### src/rtl/uart_pkg.sv
// Constants shared by the UART transmit path and the message arbiter state type.
package uart_pkg;

  localparam int UART_BITS_N       = 8;
  localparam int UART_CLK_HZ       = 50_000_000;
  localparam int UART_BAUD         = 115_200;
  localparam int UART_CLKS_PER_BIT = UART_CLK_HZ / UART_BAUD;

  typedef enum logic [1:0] {
    ST_IDLE   = 2'd0,
    ST_STREAM = 2'd1,
    ST_DRAIN  = 2'd2
  } arb_state_t;

  // Width of an index into n entries; never narrower than one bit.
  function automatic int idx_w(input int n);
    return (n > 1) ? $clog2(n) : 1;
  endfunction

endpackage

### src/rtl/uart_msg_arbiter_if.sv
// Requester byte streams on one side, the uart_tx handshake and arbiter status on the other.
interface uart_msg_arbiter_if import uart_pkg::*; #(
  parameter int N_REQ  = 2,
  parameter int BITS_N = UART_BITS_N
);
  localparam int GW = idx_w(N_REQ);

  logic [N_REQ-1:0]             req_valid;
  logic [N_REQ-1:0][BITS_N-1:0] req_data;
  logic [N_REQ-1:0]             req_last;
  logic [N_REQ-1:0]             req_ready;
  logic [BITS_N-1:0]            tx_data;
  logic                         tx_valid;
  logic                         tx_ready;
  logic [GW-1:0]                grant_id;
  logic                         busy;
  logic                         timeout_err;

  modport master (
    input  req_valid, req_data, req_last, tx_ready,
    output req_ready, tx_data, tx_valid, grant_id, busy, timeout_err
  );

  modport slave (
    output req_valid, req_data, req_last, tx_ready,
    input  req_ready, tx_data, tx_valid, grant_id, busy, timeout_err
  );

endinterface

### src/rtl/uart_msg_arbiter_rr_pick.sv
// Combinational round-robin picker: first active request at or after (i_last+1) mod N.
module rr_pick #(
  parameter int N = 2,
  parameter int W = (N > 1) ? $clog2(N) : 1
) (
  input  logic [N-1:0] i_req,
  input  logic [W-1:0] i_last,
  output logic [W-1:0] o_idx,
  output logic         o_any
);

  logic [W-1:0] w_pos;

  // Walk the search order backwards so the nearest candidate is assigned last and wins.
  always_comb begin
    o_idx = '0;
    o_any = 1'b0;
    w_pos = '0;
    for (int k = N; k >= 1; k--) begin
      w_pos = W'((int'(i_last) + k) % N);
      if (i_req[w_pos]) begin
        o_any = 1'b1;
        o_idx = w_pos;
      end
    end
  end

endmodule

### src/rtl/uart_msg_arbiter.sv
// Grants whole messages from N_REQ byte requesters to a single uart_tx, with an inter-byte timeout.
module uart_msg_arbiter import uart_pkg::*; #(
  parameter int N_REQ          = 2,
  parameter int BITS_N         = UART_BITS_N,
  parameter int TIMEOUT_CYCLES = 50_000
) (
  input  logic               CLOCK_50,
  input  logic               rst,
  uart_msg_arbiter_if.master io_arb
);

  localparam int              GW       = idx_w(N_REQ);
  localparam int              CW       = idx_w(TIMEOUT_CYCLES);
  localparam logic [CW-1:0]   CNT_MAX  = CW'(TIMEOUT_CYCLES - 1);
  localparam logic [GW-1:0]   LAST_RST = GW'(N_REQ - 1);

  arb_state_t        r_state, w_state_nxt;
  logic [GW-1:0]     r_grant, w_grant_nxt;
  logic [GW-1:0]     r_last_grant, w_last_nxt;
  logic [CW-1:0]     r_cnt, w_cnt_nxt;
  logic [GW-1:0]     w_pick_idx;
  logic              w_pick_any;
  logic              w_g_valid, w_g_last, w_accept;
  logic [BITS_N-1:0] w_g_data;
  logic [N_REQ-1:0]  w_req_ready;
  logic [BITS_N-1:0] w_tx_data;
  logic              w_tx_valid;
  logic              w_timeout;

  rr_pick #(.N(N_REQ), .W(GW)) u_rr_pick (
    .i_req  (io_arb.req_valid),
    .i_last (r_last_grant),
    .o_idx  (w_pick_idx),
    .o_any  (w_pick_any)
  );

  assign w_g_valid = io_arb.req_valid[r_grant];
  assign w_g_last  = io_arb.req_last[r_grant];
  assign w_g_data  = io_arb.req_data[r_grant];
  assign w_accept  = w_g_valid & io_arb.tx_ready;

  always_comb begin
    w_state_nxt = r_state;
    w_grant_nxt = r_grant;
    w_last_nxt  = r_last_grant;
    w_cnt_nxt   = r_cnt;
    w_req_ready = '0;
    w_tx_valid  = 1'b0;
    w_tx_data   = '0;
    w_timeout   = 1'b0;
    case (r_state)
      ST_IDLE: begin
        if (w_pick_any) begin
          w_grant_nxt = w_pick_idx;
          w_cnt_nxt   = '0;
          w_state_nxt = ST_STREAM;
        end
      end
      ST_STREAM: begin
        w_tx_valid           = w_g_valid;
        w_tx_data            = w_g_data;
        w_req_ready[r_grant] = w_accept;
        if (w_accept) begin
          w_cnt_nxt = '0;
          if (w_g_last) begin
            w_last_nxt  = r_grant;
            w_state_nxt = ST_IDLE;
          end
        end else if (!w_g_valid) begin
          if (r_cnt == CNT_MAX) begin
            w_timeout   = 1'b1;
            w_last_nxt  = r_grant;
            w_state_nxt = ST_DRAIN;
          end else begin
            w_cnt_nxt = r_cnt + CW'(1);
          end
        end
      end
      ST_DRAIN: begin
        // Swallow whatever the timed-out owner still offers until it goes quiet.
        w_req_ready[r_grant] = 1'b1;
        if (!w_g_valid) begin
          w_state_nxt = ST_IDLE;
        end
      end
      default: begin
        w_state_nxt = ST_IDLE;
      end
    endcase
  end

  always_ff @(posedge CLOCK_50 or posedge rst) begin
    if (rst) begin
      r_state      <= ST_IDLE;
      r_grant      <= '0;
      r_last_grant <= LAST_RST;
      r_cnt        <= '0;
    end else begin
      r_state      <= w_state_nxt;
      r_grant      <= w_grant_nxt;
      r_last_grant <= w_last_nxt;
      r_cnt        <= w_cnt_nxt;
    end
  end

  assign io_arb.req_ready   = w_req_ready;
  assign io_arb.tx_valid    = w_tx_valid;
  assign io_arb.tx_data     = w_tx_data;
  assign io_arb.grant_id    = r_grant;
  assign io_arb.busy        = (r_state != ST_IDLE);
  assign io_arb.timeout_err = w_timeout;

endmodule

### src/flat_wrapper.sv
// flat-port wrapper written by rule: the top's interface ports become plain ports
module uart_msg_arbiter_flat import uart_pkg::*;
#(
  parameter int N_REQ          = 2,
  parameter int BITS_N         = UART_BITS_N,
  parameter int TIMEOUT_CYCLES = 50_000
)
  (CLOCK_50, rst, io_arb_req_valid, io_arb_req_data, io_arb_req_last, io_arb_tx_ready, io_arb_req_ready, io_arb_tx_data, io_arb_tx_valid, io_arb_grant_id, io_arb_busy, io_arb_timeout_err);
  uart_msg_arbiter_if #(.N_REQ(N_REQ), .BITS_N(BITS_N)) io_arb_i ();
  input  logic CLOCK_50;
  input  logic rst;
  input wire logic [$bits(io_arb_i.req_valid)-1:0] io_arb_req_valid;
  input wire logic [$bits(io_arb_i.req_data)-1:0] io_arb_req_data;
  input wire logic [$bits(io_arb_i.req_last)-1:0] io_arb_req_last;
  input wire logic [$bits(io_arb_i.tx_ready)-1:0] io_arb_tx_ready;
  output wire logic [$bits(io_arb_i.req_ready)-1:0] io_arb_req_ready;
  output wire logic [$bits(io_arb_i.tx_data)-1:0] io_arb_tx_data;
  output wire logic [$bits(io_arb_i.tx_valid)-1:0] io_arb_tx_valid;
  output wire logic [$bits(io_arb_i.grant_id)-1:0] io_arb_grant_id;
  output wire logic [$bits(io_arb_i.busy)-1:0] io_arb_busy;
  output wire logic [$bits(io_arb_i.timeout_err)-1:0] io_arb_timeout_err;
  assign io_arb_i.req_valid = io_arb_req_valid;
  assign io_arb_i.req_data = io_arb_req_data;
  assign io_arb_i.req_last = io_arb_req_last;
  assign io_arb_i.tx_ready = io_arb_tx_ready;
  assign io_arb_req_ready = io_arb_i.req_ready;
  assign io_arb_tx_data = io_arb_i.tx_data;
  assign io_arb_tx_valid = io_arb_i.tx_valid;
  assign io_arb_grant_id = io_arb_i.grant_id;
  assign io_arb_busy = io_arb_i.busy;
  assign io_arb_timeout_err = io_arb_i.timeout_err;
  uart_msg_arbiter #(.N_REQ(N_REQ), .BITS_N(BITS_N), .TIMEOUT_CYCLES(TIMEOUT_CYCLES)) u_core (.CLOCK_50(CLOCK_50), .rst(rst), .io_arb(io_arb_i));
endmodule
### config.mk
export PLATFORM = sky130hd
export DESIGN_NAME = uart_msg_arbiter_flat
export DESIGN_NICKNAME = d
export VERILOG_FILES = /design/src/rtl/uart_pkg.sv /design/src/rtl/uart_msg_arbiter_if.sv /design/src/rtl/uart_msg_arbiter_rr_pick.sv /design/src/rtl/uart_msg_arbiter.sv /design/src/flat_wrapper.sv
export SDC_FILE = /design/constraint.sdc
export NUM_CORES = 1
export LEC_CHECK = 0
export BUFFER_PORTS_ARGS = -buffer_cell sky130_fd_sc_hd__buf_2
export CAP_MARGIN = 20
export CELL_PAD_IN_SITES_DETAIL_PLACEMENT = 0
export CELL_PAD_IN_SITES_GLOBAL_PLACEMENT = 1
export CORE_MARGIN = 4
export CORE_UTILIZATION = 35
export CTS_CLUSTER_DIAMETER = 100
export DETAILED_ROUTE_END_ITERATION = 10
export GPL_TIMING_DRIVEN = 0
export PLACE_DENSITY = 0.82
export SLEW_MARGIN = 20
export SYNTH_ARGS = -nofsm -noshare
export SYNTH_HDL_FRONTEND = slang
export SYNTH_SLANG_ARGS = --single-unit
### constraint.sdc
create_clock -name CLOCK_50 -period 1.83 [get_ports CLOCK_50]
set_input_delay 0.183 -clock CLOCK_50 [delete_from_list [all_inputs] [get_ports CLOCK_50]]
set_output_delay 0.183 -clock CLOCK_50 [all_outputs]
set_load 0.01 [all_outputs]
==> results of run 1 <==
-- routing by layer --
metal	track usage (%)	routed length, um
met1	19.7	1660
met2	25.0	1780
met3	4.21	208
met5	0	0
met4	3.13	14
-- flip-flops by register name, indices dropped and copies added (netlist names) --
signal and count:
u_core.io_arb.grant_id 1, u_core.r_last_grant 1, u_core.r_cnt 16, u_core.r_state 2
-- cell usage after synthesis (2+ instances only) --
library cell / n / share of area (%)
nor2_1: 27 / 7.1
nor3_1: 2 / 0.70
xnor2_1: 3 / 1.8
nand4b_1: 3 / 1.8
nand4_1: 8 / 3.5
clkbuf_1: 4 / 1.1
mux2i_1: 10 / 7.0
nand2_1: 10 / 2.6
nor4bb_1: 2 / 1.4
nand3_1: 9 / 3.2
buf_6: 2 / 1.6
a21oi_1: 5 / 1.8
xor2_1: 8 / 4.9
ha_1: 4 / 3.5
and2_1: 2 / 0.88
inv_1: 7 / 1.8
or3_1: 2 / 0.88
dfrtp_1: 19 / 33
o21ai_1: 4 / 1.4
-- cells by family (layout without fill, tap and decap cells) --
logic type	after synthesis	in the layout	synth area share, %
fa+ha+maj	4	4	3.52
flops	20	20	35.2
mux	11	11	8.08
xor+xnor	11	11	6.77
buf+inv	13	75	4.48
compound gates	21	21	11.8
simple gates	75	75	30.1
-- worst max-delay path, cell delays in order, from the launching register on --
cell     delay (ns)
dfrtp_1        0.43
mux2_4         0.35
buf_6          0.13
nor4_4         0.28
buf_2          0.19
-- how the worst max path moves through the flow --
stage               slack (ns)                           end                                from
global route             -0.08  u_core.r_cnt[10]$_DFFE_PP0P_       u_core.r_state[1]$_DFFE_PP0P_
finish                   0.008            io_arb_timeout_err  u_core.io_arb.grant_id$_DFFE_PP0P_
global placement         -0.15   u_core.r_cnt[2]$_DFFE_PP0P_       u_core.r_state[0]$_DFFE_PP0P_
floorplan                -0.03  u_core.r_cnt[15]$_DFFE_PP0P_  u_core.io_arb.grant_id$_DFFE_PP0P_
detailed placement       -0.17  u_core.r_cnt[10]$_DFFE_PP0P_       u_core.r_state[0]$_DFFE_PP0P_
CTS                      -0.08   u_core.r_cnt[6]$_DFFE_PP0P_  u_core.io_arb.grant_id$_DFFE_PP0P_
-- report_power, final --
part	leakage [nW]	switching (mW)	internal [mW]
Combinational	0.654	0.645	0.580
Clock	0.0228	0.155	0.155
Sequential	0.265	0.0520	0.498
-- metrics by stage --
step                      util, %  hold slack [ns]  cell area, um2  instances  setup TNS, ns
after global placement       43.8            0.373            1660        239          -1.91
after detailed placement     43.8            0.372            1660        239          -2.07
after global routing         53.3            0.149            2020        265         -0.516
final                        53.3           0.0573            2020        265              0
after CTS                    51.2           0.0935            1940        259         -0.578
after floorplan                 -            0.146            1420        155        -0.0602
-- area by class of cell --
cell class / instances / area (um2) / share of cell area, %
buffer: 4 / 35.0 / 1.73
clock buffer: 4 / 45.0 / 2.23
inverter: 7 / 26.3 / 1.30
multi-input combinational: 122 / 983 / 48.6
sequential: 20 / 505 / 25.0
tap: 48 / 60.1 / 2.97
timing repair buffer: 60 / 368 / 18.2
-- cell usage in the layout (no fill, tap or decap), types with 2 or more instances in the layout --
cell and n:
inv_1 5, nor4b_4 3, nor2_1 26, nand3_2 3, ha_4 2, buf_4 22
o21ai_1 3, dfrtp_1 16, nor4bb_4 2, nand4b_1 3, xnor2_1 3, dfrtp_2 3
a21oi_1 5, inv_2 2, and2_1 2, buf_2 36, clkbuf_8 3, xor2_1 8
clkbuf_1 2, nand4_1 8, nand2_1 10, nor3_1 2, nand3_1 6, or3_1 2
buf_6 3, mux2i_1 10
-- what timing repair did --
item                       4_1_cts  5_1_grt
resized for setup               21       12
buffers inserted                16        8
gates cloned                     1        0
pin swaps                       14       11
setup endpoints to repair       29       28
==> impl_metrics.json, run 1 <==
{
  "std_cell_rows": 22,
  "start_kind": "flop",
  "drt_first_iter_violations": 93,
  "post_drt_wl_per_cell_um": 13.8,
  "via_count": 1388,
  "nets": 245,
  "die_width_um": 71.8,
  "preCtsSetupSlack_ns": -0.168,
  "clock_latency_ns": 0.26,
  "powerDensity_nw_per_um2": 1030,
  "dr.pass1.iters": 4,
  "clk_pin_slew_ns": 0.08,
  "yosysSeqAreaShare_pct": 35.2,
  "grt_pass1_wl_um": 6330,
  "clock-sinks": 20,
  "die_area_um2": 5150,
  "cts_inserted_buffers": 3,
  "grt_max_degree": 21,
  "syn_nets": 182,
  "dp_hpwl_um": 2440,
  "grt_overflow": 0,
  "crit_required_ns": 1.65,
  "antenna_cells": 0,
  "p_leak_nw": 0.942,
  "arrival_ns": 1.64,
  "max_freq_mhz": 549,
  "io-pin-count": 37,
  "clk_path_buf_depth": 2,
  "io_buffers": 36,
  "antenna_left": 0,
  "grt_pass1_vias": 1360,
  "drc": 0,
  "drv_slew": 0,
  "crit_type": "flop to output pin",
  "cts_tree": "done",
  "cts_max_level": 1,
  "slew_headroom_pct": 47.2,
  "ff2ff_setup_slack_ns": 0.04,
  "grt_usage_pct": 15.1,
  "worstHoldPathType": "input port to async pin",
  "area_growth_pct": 42.1,
  "syn_inst": 155,
  "fin_crit_sh_pct": 99.6,
  "worstReg2RegEnd": "u_core.r_cnt[10]$_DFFE_PP0P_",
  "fin_skew_ns": 0.00452,
  "worstMarginPinSlew_ns": 0.792,
  "total_power_mw": 2.09,
  "r2r_cells": 6,
  "antenna_found_initial": 0,
  "syn-cell-area_um2": 1420,
  "status": "finished clean",
  "wl_um": 3660,
  "synth-edff-count": 0,
  "cts_hold_buf": 0,
  "final_hold_viol_count": 0,
  "routabilityCongestion": 0.803,
  "fillers": 353,
  "die_y_um": 71.8,
  "timing.rr.start": "u_core.io_arb.grant_id$_DFFE_PP0P_",
  "ir_worst_vdd_v": 0.000791,
  "synthArstFlopShare_pct": 100,
  "drt-vias-per-instance": 5.24,
  "cp_max_fo": 4,
  "synth_seq_cells": 20,
  "fin_ws_ns": 0.00796,
  "final_layout_size_suffix_gt1_share_pct": 42.4,
  "root_buffer": "clkbuf_8",
  "period_minus_slack_ns": 1.82,
  "initial_core_util_pct": 37.5,
  "endpoint_kind": "output pin",
  "core_area_um2": 3800,
  "synth-main-ff-cell": "dfrtp_1",
  "finalSetupViolCount": 0,
  "cap_violations": 0,
  "syn_avg_cell_area_um2": 9.19,
  "yosysWarnings": 0,
  "rsz0062_at_grt": "yes",
  "synth_cell_type_count": 43
}
Power figures use the tool's default switching activity.
==> inputs of run 2 (changes only) <==
--- a/config.mk
+++ b/config.mk
@@ -5,16 +5,19 @@
 export SDC_FILE = /design/constraint.sdc
 export NUM_CORES = 1
 export LEC_CHECK = 0
+export ABC_AREA = 1
 export BUFFER_PORTS_ARGS = -buffer_cell sky130_fd_sc_hd__buf_2
 export CAP_MARGIN = 20
 export CELL_PAD_IN_SITES_DETAIL_PLACEMENT = 0
 export CELL_PAD_IN_SITES_GLOBAL_PLACEMENT = 1
+export CORE_ASPECT_RATIO = 1.2
 export CORE_MARGIN = 4
-export CORE_UTILIZATION = 35
+export CORE_UTILIZATION = 33
 export CTS_CLUSTER_DIAMETER = 100
 export DETAILED_ROUTE_END_ITERATION = 10
 export GPL_TIMING_DRIVEN = 0
-export PLACE_DENSITY = 0.82
+export PLACE_DENSITY = 0.83
+export SETUP_SLACK_MARGIN = 0.02
 export SLEW_MARGIN = 20
 export SYNTH_ARGS = -nofsm -noshare
 export SYNTH_HDL_FRONTEND = slang
==> impl_metrics.json, run 2 <==
{
  "slew_headroom_pct": 46.9,
  "place_area_um2": 1850,
  "dp_hpwl_um": 3350,
  "syn-cell-area_um2": 1600,
  "hold_ws_ns": 0.0628,
  "grt_pass1_vias": 1679,
  "grt_pass1_wl_um": 7700,
  "worstHoldPathType": "input port to async pin",
  "clock-sinks": 20,
  "p_leak_nw": 0.996,
  "clock_latency_ns": 0.26,
  "routabilityCongestion": 0.812,
  "cts_max_level": 1,
  "drt_first_iter_violations": 80,
  "drv_slew": 0,
  "final_hold_viol_count": 0,
  "antenna_left": 0,
  "final_area_um2": 2040,
  "synth_top_cell_area_share_pct": 29.7,
  "finalSetupTns_ns": 0,
  "preCtsSetupSlack_ns": -0.0383,
  "post_drt_wl_per_cell_um": 12.2,
  "fin_crit_sh_pct": 93.3,
  "grt_max_degree": 21,
  "crit_top_cell": "inv_2",
  "largest_reg_flops": 16,
  "syn_inst": 260,
  "dp.cells": 354,
  "utilization_pct": 44.0,
  "critical_path.top_delay_family": "flip-flops",
  "max_freq_mhz": 586,
  "synthArstFlopShare_pct": 100,
  "grt_overflow": 0,
  "die_width_um": 71.6,
  "arrival_ns": 1.52,
  "synth_most_common_cell": "nand2_1",
  "nets": 334,
  "drt-vias-per-instance": 4.82,
  "core_area_um2": 4630,
  "io-pin-count": 37,
  "synthTopCellsByCount": "78 x nand2_1, 52 x nor2_1, 29 x nand3_1",
  "worstPathCellList": "ha_4 > nand2_1 > inv_2 > nand2_2 > nor2_4 > nand3_2 > inv_2 > nand2_1 > inv_2 > buf_6",
  "grt_usage_pct": 15.3,
  "total_power_mw": 2.21,
  "status": "finished clean",
  "std_cell_rows": 27,
  "dr.pass1.iters": 6,
  "via_count": 1756,
  "yosysWarnings": 0,
  "drc": 0,
  "synth_seq_cells": 20,
  "die_area_um2": 6030,
  "period_minus_slack_ns": 1.71,
  "p_comb_share_pct": 59.2,
  "yosysTopAreaCell": "dfrtp_1",
  "cts_inserted_buffers": 3,
  "final_layout_size_suffix_gt1_share_pct": 25.8,
  "syn_avg_cell_area_um2": 6.15,
  "initial_core_util_pct": 34.6,
  "cts_hold_buf": 0,
  "crit_type": "flop to output pin",
  "endpoint_kind": "output pin",
  "root_buffer": "clkbuf_8",
  "swShare_pct": 46.0,
  "synth-edff-count": 0,
  "final_cell_mix": "77 x nand2_1, 50 x nor2_1, 37 x buf_2",
  "cts_tree": "done",
  "ir_worst_vdd_v": 0.000629,
  "path_buf_inv": 4,
  "antenna_cells": 0,
  "powerDensity_nw_per_um2": 1090,
  "ff2ff_setup_slack_ns": 0.12,
  "crit_required_ns": 1.65,
  "power_frac_seq_pct": 25.2,
  "worstReg2RegEnd": "u_core.r_cnt[11]$_DFFE_PP0P_",
  "syn_nets": 287,
  "power_switching_mw": 1.02,
  "synthTopCellsByArea": "dfrtp_1 30%, nand2_1 18%, nor2_1 12%",
  "clk_pin_slew_ns": 0.08,
  "synth-main-ff-cell": "dfrtp_1",
  "clk_path_buf_depth": 2,
  "cap_violations": 0,
  "fin_ws_ns": 0.123,
  "wl_um": 4440,
  "crit_path_top_delay_cell": "dfrtp_1",
  "top_regs": "u_core.r_cnt (16), u_core.r_state (2)",
  "top_register": "u_core.r_cnt",
  "fin_skew_ns": 0.00347,
  "p_int_mw": 1.19,
  "mostFrequentLayoutCell": "nand2_1",
  "r2r_cells": 10,
  "finalSetupViolCount": 0,
  "io_buffers": 36,
  "clkPwrFrac_pct": 15.5,
  "cp_max_fo": 2,
  "synth_cell_type_count": 26,
  "start_kind": "flop",
  "stdcell_count": 364,
  "area_growth_pct": 27.4,
  "cpPeakStageDelay_ns": 0.40,
  "antenna_found_initial": 0,
  "timing.rr.start": "u_core.r_state[0]$_DFFE_PP0P_",
  "worstMarginPinSlew_ns": 0.796,
  "yosysSeqAreaShare_pct": 31.4,
  "die_y_um": 84.3
}
==> run 2: changes by cell type in the layout (fill, tap and decap cells not counted), sizes merged, moves of 5 or more <==
cell / change
mux2i: -10
nand3: +20
o21ai: +18
xor2: -5
nor2: +27
nand2: +71
buf: -14
inv: +15
==> run 2: power by group through the flow <==
stage                     combinational [mW]  sequential (mW)  clock [mW]
after global routing                    1.46            0.564       0.367
after detailed placement                1.16            0.558           0
after CTS                               1.25            0.553       0.355
after floorplan                        0.784            0.551           0
after global placement                  1.15            0.557           0
final                                   1.31            0.558       0.344
==> run 2: worst max-delay path by stage <==
stage / start / endpoint / slack [ns] / depth (start not counted)
6_report: u_core.r_cnt[0]$_DFFE_PP0P_ / io_arb_timeout_err / 0.12 / 10
3_5_place_dp: u_core.r_state[1]$_DFFE_PP0P_ / io_arb_tx_data[7] / -0.04 / 7
4_1_cts: u_core.r_state[0]$_DFFE_PP0P_ / u_core.r_cnt[11]$_DFFE_PP0P_ / 0.03 / 10
2_1_floorplan: u_core.r_state[1]$_DFFE_PP0P_ / u_core.r_cnt[10]$_DFFE_PP0P_ / 0.27 / 10
5_1_grt: u_core.r_state[0]$_DFFE_PP0P_ / u_core.r_cnt[11]$_DFFE_PP0P_ / -0.003 / 10
3_3_place_gp: u_core.r_state[1]$_DFFE_PP0P_ / io_arb_tx_data[7] / -0.03 / 7
==> run 2: layout make-up <==
type	instances	area, um2
fill	523	2590
multi-input combinational	209	1020
sequential	20	503
timing repair buffer	44	246
inverter	23	92.6
tap	58	72.6
clock buffer	4	55.1
buffer	6	45.0
==> run 2: timing repair <==
action | in CTS | in global routing
setup endpoints to repair | 23 | 25
resized for setup | 7 | 17
pin swaps | 2 | 4
gates cloned | 0 | 0
setup buffers | 5 | 3
==> run 2: cell families (layout without fill, tap and decap cells) <==
group	Yosys count	after routing	share of synthesized area, %
buf+inv	31	77	8.52
xor+xnor	3	3	1.64
compound gates	27	27	8.99
fa+ha+maj	4	4	3.13
simple gates	175	175	46.4
flops	20	20	31.4
==> run 2: per-layer routing <==
metal | routed length (um) | GRT usage, % | part of all wire (%) | vias to the layer above
li1 | - | - | - | 920
met4 | 19 | 2.05 | 0.43 | 0
met3 | 209 | 1.80 | 4.7 | 4
met1 | 2060 | 20.6 | 46 | 787
met5 | 0 | 0 | 0 | -
met2 | 2150 | 26.5 | 48 | 45
==> inputs of run 3 (changes only) <==
--- a/config.mk
+++ b/config.mk
@@ -11,12 +11,13 @@
 export CELL_PAD_IN_SITES_DETAIL_PLACEMENT = 0
 export CELL_PAD_IN_SITES_GLOBAL_PLACEMENT = 1
 export CORE_ASPECT_RATIO = 1.2
-export CORE_MARGIN = 4
+export CORE_MARGIN = 8
 export CORE_UTILIZATION = 33
 export CTS_CLUSTER_DIAMETER = 100
 export DETAILED_ROUTE_END_ITERATION = 10
 export GPL_TIMING_DRIVEN = 0
 export PLACE_DENSITY = 0.83
+export REMOVE_ABC_BUFFERS = 1
 export SETUP_SLACK_MARGIN = 0.02
 export SLEW_MARGIN = 20
 export SYNTH_ARGS = -nofsm -noshare
==> impl_metrics.json, run 3 (synthesized netlist as in run 2, its figures left out) <==
{
  "utilization_pct": 44.1,
  "antenna_cells": 0,
  "die_y_um": 92.3,
  "critical_path.top_delay_family": "flip-flops",
  "io_buffers": 36,
  "grt_pass1_wl_um": 7670,
  "cts_tree": "done",
  "die_area_um2": 7340,
  "powerDensity_nw_per_um2": 1070,
  "clock_latency_ns": 0.27,
  "endpoint_kind": "output pin",
  "drv_slew": 0,
  "crit_type": "flop to output pin",
  "crit_required_ns": 1.65,
  "io-pin-count": 37,
  "fillers": 482,
  "worstHoldPathType": "input port to async pin",
  "cts_inserted_buffers": 3,
  "slew_headroom_pct": 44.9,
  "nets": 336,
  "period_minus_slack_ns": 1.71,
  "largest_reg_flops": 16,
  "std_cell_rows": 27,
  "clk_pin_slew_ns": 0.08,
  "grt_max_degree": 21,
  "core_area_um2": 4630,
  "arrival_ns": 1.53,
  "top_register": "u_core.r_cnt",
  "cpPeakStageDelay_ns": 0.40,
  "cts_hold_buf": 0,
  "total_power_mw": 2.19,
  "final_cell_mix": "77 x nand2_1, 51 x nor2_1, 36 x buf_2",
  "finalSetupViolCount": 0,
  "post_drt_wl_per_cell_um": 12.2,
  "ir_worst_vdd_v": 0.000523,
  "final_hold_viol_count": 0,
  "fin_crit_sh_pct": 93.4,
  "routabilityCongestion": 0.788,
  "drc": 0,
  "cap_violations": 0,
  "cp_max_fo": 2,
  "via_count": 1763,
  "wl_um": 4480,
  "path_buf_inv": 4,
  "drt_first_iter_violations": 122,
  "rsz0062_at_grt": "no",
  "dp_hpwl_um": 3150,
  "fin_skew_ns": 0.0105,
  "antenna_found_initial": 0,
  "area_growth_pct": 27.6,
  "max_freq_mhz": 585,
  "grt_pass1_vias": 1779,
  "initial_core_util_pct": 34.6,
  "root_buffer": "clkbuf_8",
  "drt-vias-per-instance": 4.82,
  "cts_max_level": 1,
  "p_leak_nw": 1.01,
  "crit_path_top_delay_cell": "dfrtp_1",
  "clock-sinks": 20,
  "antenna_left": 0,
  "die_width_um": 79.6,
  "top_regs": "u_core.r_cnt (16), u_core.r_state (2)",
  "clk_path_buf_depth": 2,
  "dr.pass1.iters": 4,
  "grt_overflow": 0,
  "worstMarginPinSlew_ns": 0.825,
  "grt_usage_pct": 12.6,
  "worstPathCellList": "ha_4 > nand2_1 > inv_2 > nand2_2 > nor2_4 > nand3_2 > inv_2 > nand2_1 > inv_1 > buf_2",
  "final_layout_size_suffix_gt1_share_pct": 24.7,
  "status": "finished clean",
  "start_kind": "flop",
  "mostFrequentLayoutCell": "nand2_1"
}
[run 3: cell count changes in the layout (fill, tap and decap cells not counted), moves of 2 or more]
cell | before | now
buf_4 | 8 | 15
inv_1 | 16 | 20
buf_6 | 3 | 0
inv_2 | 5 | 2
nor2_2 | 3 | 1
[run 3: what timing repair did]
action                     4_1_cts  5_1_grt
resized for setup                7        8
pin swaps                        1        3
setup buffers                    6       10
setup endpoints to repair       30       17
[run 3: final cells by class]
cell class	instances	area (um2)	area share, %
multi-input cells	209	1020	49.9
flip-flops and latches	20	503	24.6
well taps	58	72.6	3.55
inverters	23	88.8	4.35
repair buffers	52	313	15.3
clock buffers	4	45.0	2.21
[run 3: path summary, 6_finish.rpt]
kind,from,end,slack (ns),cells past startpoint
worst max-delay path,u_core.r_cnt[0]$_DFFE_PP0P_,io_arb_timeout_err,0.12,10
worst min-delay path,rst,u_core.r_cnt[8]$_DFFE_PP0P_,0.07,2
worst max register to register,u_core.r_state[0]$_DFFE_PP0P_,u_core.r_cnt[14]$_DFFE_PP0P_,0.12,9
worst min register to register,u_core.r_last_grant$_DFFE_PP1P_,u_core.r_last_grant$_DFFE_PP1P_,0.47,2
max in group asynchronous,rst,u_core.io_arb.grant_id$_DFFE_PP0P_,1.19,2
min in group CLOCK_50,io_arb_req_valid[1],u_core.io_arb.grant_id$_DFFE_PP0P_,0.20,3
[run 3: power by group]
| part | leakage (nW) | switching [mW] | internal, mW | total [mW] |
|---|---|---|---|---|
| registers | 0.270 | 0.0629 | 0.499 | 0.562 |
| clock network | 0.0228 | 0.153 | 0.155 | 0.309 |
| logic | 0.719 | 0.783 | 0.536 | 1.32 |
| total | 1.01 | 1.00 | 1.19 | 2.19 |
[run 3: per-layer routing]
metal | part of all wire (%) | vias up | wire length [um] | GRT usage [%]
li1 | - | 921 | - | -
met1 | 49 | 784 | 2180 | 15.1
met2 | 44 | 52 | 1990 | 21.0
met3 | 5.3 | 6 | 237 | 3.13
met4 | 1.5 | 0 | 66 | 4.64
met5 | 0 | - | 0 | 0
[run 3: metrics by stage]
step / hold slack (ns) / instances / cell area, um2 / setup WS [ns] / setup TNS, ns
2_1_floorplan: 0.146 / 252 / 1550 / 0.0473 / 0
3_5_place_dp: 0.407 / 346 / 1810 / -0.437 / -8.14
3_3_place_gp: 0.390 / 346 / 1810 / -0.483 / -9.31
4_1_cts: 0.110 / 356 / 1930 / 0.0238 / 0
5_1_grt: 0.146 / 366 / 2040 / 0.0148 / 0
6_report: 0.0699 / 366 / 2040 / 0.121 / 0
